<file path="src/rtl/sbox_lut_loader.sv">
// Write-side sequencer for the programmable ASCON S-box LUT: takes DEPTH entries
// over valid/ready and issues one registered LUT write per accepted entry.
module sbox_lut_loader #(
  parameter int DEPTH  = 32,
  parameter int ADDR_W = 5,
  parameter int DATA_W = 21
) (
  input  logic              clk,
  input  logic              rst,
  input  logic              start_i,
  input  logic              abort_i,
  input  logic              in_valid_i,
  input  logic [DATA_W-1:0] in_data_i,
  output logic              in_ready_o,
  output logic              upd_sbox_o,
  output logic [ADDR_W-1:0] sbox_addr_o,
  output logic [DATA_W-1:0] sbox_new_data_o,
  output logic              lut_busy_o,
  output logic              done_o,
  output logic              aborted_o,
  output logic [ADDR_W:0]   load_cnt_o
);

  typedef enum logic [1:0] {
    IDLE  = 2'd0,
    LOAD  = 2'd1,
    FLUSH = 2'd2
  } state_t;

  localparam logic [ADDR_W-1:0] LAST_IDX = ADDR_W'(DEPTH - 1);

  state_t            state_r;
  logic [ADDR_W-1:0] idx_r;
  logic              accept_s;

  // Ready depends only on state so the upstream never sees a valid->ready loop.
  assign in_ready_o = (state_r == LOAD);
  assign accept_s   = in_valid_i & in_ready_o;

  // Load sequencer: state, write index and all registered outputs.
  always_ff @(posedge clk) begin
    if (rst) begin
      state_r         <= IDLE;
      idx_r           <= '0;
      upd_sbox_o      <= 1'b0;
      sbox_addr_o     <= '0;
      sbox_new_data_o <= '0;
      lut_busy_o      <= 1'b0;
      done_o          <= 1'b0;
      aborted_o       <= 1'b0;
      load_cnt_o      <= '0;
    end else begin
      upd_sbox_o <= 1'b0;
      done_o     <= 1'b0;
      aborted_o  <= 1'b0;
      case (state_r)
        IDLE: begin
          if (start_i) begin
            state_r    <= LOAD;
            idx_r      <= '0;
            load_cnt_o <= '0;
            lut_busy_o <= 1'b1;
          end else begin
            lut_busy_o <= 1'b0;
          end
        end
        LOAD: begin
          // Abort takes priority and swallows any write from a same-edge accept.
          if (abort_i) begin
            state_r    <= IDLE;
            aborted_o  <= 1'b1;
            lut_busy_o <= 1'b0;
          end else if (accept_s) begin
            upd_sbox_o      <= 1'b1;
            sbox_addr_o     <= idx_r;
            sbox_new_data_o <= in_data_i;
            idx_r           <= idx_r + ADDR_W'(1);
            load_cnt_o      <= load_cnt_o + (ADDR_W + 1)'(1);
            if (idx_r == LAST_IDX) begin
              state_r <= FLUSH;
            end else begin
              state_r <= LOAD;
            end
          end else begin
            state_r <= LOAD;
          end
        end
        FLUSH: begin
          state_r    <= IDLE;
          lut_busy_o <= 1'b0;
          if (abort_i) begin
            aborted_o <= 1'b1;
          end else begin
            done_o <= 1'b1;
          end
        end
        default: begin
          state_r    <= IDLE;
          lut_busy_o <= 1'b0;
        end
      endcase
    end
  end

endmodule
</file>
<file path="config.mk">
export PLATFORM = sky130hd
export DESIGN_NAME = sbox_lut_loader
export DESIGN_NICKNAME = d
export VERILOG_FILES = /design/src/rtl/sbox_lut_loader.sv
export SDC_FILE = /design/constraint.sdc
export NUM_CORES = 1
export LEC_CHECK = 0
export ABC_AREA = 1
export BUFFER_PORTS_ARGS = -buffer_cell sky130_fd_sc_hd__clkbuf_2
export CAP_MARGIN = 0
export CORE_UTILIZATION = 35
export CTS_CLUSTER_SIZE = 24
export DETAILED_ROUTE_END_ITERATION = 12
export MAX_ROUTING_LAYER = met4
export PLACE_DENSITY = 0.61
export SLEW_MARGIN = 20
export SYNTH_ARGS = -nofsm -noshare
export SYNTH_HDL_FRONTEND = slang
export SYNTH_SLANG_ARGS = --single-unit
</file>
<file path="constraint.sdc">
create_clock -name clk -period 3.39 [get_ports clk]
set_input_delay 0.678 -clock clk [delete_from_list [all_inputs] [get_ports clk]]
set_output_delay 0.678 -clock clk [all_outputs]
set_load 0.03 [all_outputs]
</file>
==> run_results.csv <==
group,metric,value,unit
outcome,status,"finished, final reports clean",
clock_tree,clk_pin_slew,0.08,ns
worst_setup_path,crit_fanout,29,
clock_tree,postCtsHoldBufs,0,
sta,hold_viol,0,
floorplan,rows,25,
clock_tree,ctsHtreeMaxLevel,2,
layout,syn_to_final_growth,24.9,%
sta,grt_setup_unrepaired,"no",
sta,min_period,2.27,ns
floorplan,die-area,5490,um2
floorplan,start_util,37.5,%
drt,remaining_drc_errors,0,
worst_setup_path,cp-start-kind,"register",
placed_design,hpwl,2870,um
clock_tree,cts_root_buf,"clkbuf_8",
drt,wl,4170,um
layout,layout.cells.most_common,"clkbuf_2",
layout,final_cell_mix,"clkbuf_2 (62), nand2_1 (60), dfxtp_1 (43), nand3_1 (33), a21oi_1 (31)",
yosys,syn_area_per_cell,7.46,um2
grt,antenna_found_initial,0,
layout,antenna_cells,0,
clock_tree,cts_tree,"yes",
placed_design,io_buffers,62,
clock_tree,post_cts_resized,0,
sta,drv_slew,0,
drt,postRouteAntennaNets,0,
worst_setup_path,required,3.54,ns
floorplan,ios,63,
worst_hold_path,min_path_type,"register to register",
power,pwr_density_cell,545,nW/um2
power,p_leak,1.02,nW
drt,firstDrtPassIters,4,
sta,finalSetupViolCount,0,
placed_design,gp_congestion,0.838,
floorplan,die_w,74.1,um
drt,vias,1724,
worst_setup_path,path_class,"register to register",
yosys,synth_nets,276,
clock_tree,numCtsBuffers,5,
worst_setup_path,critPathSlowestCell,"nor2_4",
layout,drive_gt1_share,24.5,%
worst_setup_path,cp.arrival,2.42,ns
yosys,yosysSeqAreaShare,47.3,%
sta,fin_skew,0.00757,ns
yosys,synthCells,244,
sta,setup_tns,0,ns
layout,final_nets,333,
drt,wl_per_cell,11.3,um
worst_setup_path,crit_chain,"inv_1 > ha_1 > inv_2 > nor2_4 > nand2_2 > nand2_1 > a21oi_1",
grt,grt-ovfl-total,0,
floorplan,die_h,74.1,um
clock_tree,cts_sinks,43,
placed_design,dpl_cell_area,2140,um2
run,maxCapViolations,0,
power,vdd_drop_max,0.252,mV
yosys,synthDistinctLibCells,20,
sta,fmax,441,MHz
yosys,synth_warnings,0,
worst_setup_path,slowest_delay,0.52,ns
grt,grt_pass1_vias,1492,
sta,period_share,66.9,%
sta,relSlewSlack,54.1,%
drt,viasPerCell,4.67,
clock_tree,postCtsSetupBuffers,0,
grt,grt_first_pass_wirelength,6560,um
yosys,synth_area,1820,um2
grt,grt_max_degree,34,
sta,tightest_slew,0.688,ns
grt,grt_usage,16.2,%
floorplan,core_area,4850,um2
yosys,ys_seq_elements,43,
clock_tree,clock_latency,0.29,ns
layout,final_area,2270,um2
drt,drt_iter0_markers,104,
worst_setup_path,endpoint_kind,"register",
clock_tree,clock_path_buffers,2,
## per-layer routing
metal	track usage, %	vias up	wire (um)
met5	-	-	0
met4	7.26	0	76
met3	4.20	8	196
met2	26.2	42	2000
met1	18.7	771	1900
li1	-	903	-
## sequential cells by signal (all words and copies together), names as in the netlist
signal and count:
sbox_addr_o 5, done_o 1, lut_busy_o 1, aborted_o 1, load_cnt_o 6, sbox_new_data_o 21
state_r 2, upd_sbox_o 1, idx_r 5
## kinds of logic after synthesis
family,share of synthesized area [%]
flops,47.3
simple gates,29.0
compound gates,11.3
buf+inv,7.77
fa+ha+maj,4.12
xor+xnor,0.481
## cell usage after synthesis, drive strengths merged
master	count	area, um2
a211oi	1	7.51
a21oi	32	164
buf	8	58.8
clkbuf	4	15.0
dfxtp	43	861
ha	6	75.1
inv	18	67.6
nand2	61	231
nand3	33	165
nand4	2	12.5
nor2	29	119
o211a	1	10.0
o21ai	5	25.0
xnor2	1	8.76
## cell type report
cell class	instances	area [um2]
Tap cell	67	83.8
Fill cell	497	2570
Clock buffer	6	72.6
Sequential cell	43	861
Inverter	18	67.6
Clock inverter	2	60.1
Multi-Input combinational cell	171	818
Timing Repair Buffer	62	310
## power by group
part           total (mW)  internal (mW)  switching (mW)
sequential          0.554          0.532          0.0218
combinational       0.219         0.0649           0.154
clock               0.466          0.294           0.172
total                1.24          0.892           0.348
## worst max-delay path: cells and delay by family, from the launching register on
family	cells	cell delay, ns
AOI/OAI and AO/OA	1	0.08
buffers and inverters	2	0.21
and+or+nand+nor	3	1.16
DFF	1	0.33
adders and majority gates	1	0.34
## metrics by stage
step                      power (mW)  setup WS [ns]  hold slack (ns)  cells  util [%]
after floorplan                0.725           1.80            0.448    244         -
after global placement         0.783           1.12            0.451    361      44.2
after detailed placement       0.783           1.11            0.453    361      44.2
after CTS                       1.25           1.10            0.464    369      46.9
after global routing            1.30          0.882            0.478    369      46.9
final                           1.24           1.12            0.465    369      46.9
## final timing paths
kind / end / slack [ns] / startpoint / depth (start not counted)
setup / recovery: sbox_new_data_o[14] / 1.12 / state_r[1] / 7
hold / removal: sbox_new_data_o[19] / 0.46 / sbox_new_data_o[19] / 2
setup reg to reg: sbox_new_data_o[14] / 1.12 / state_r[1] / 7
hold reg to reg: sbox_new_data_o[19] / 0.46 / sbox_new_data_o[19] / 2
Power figures use the tool's default switching activity.
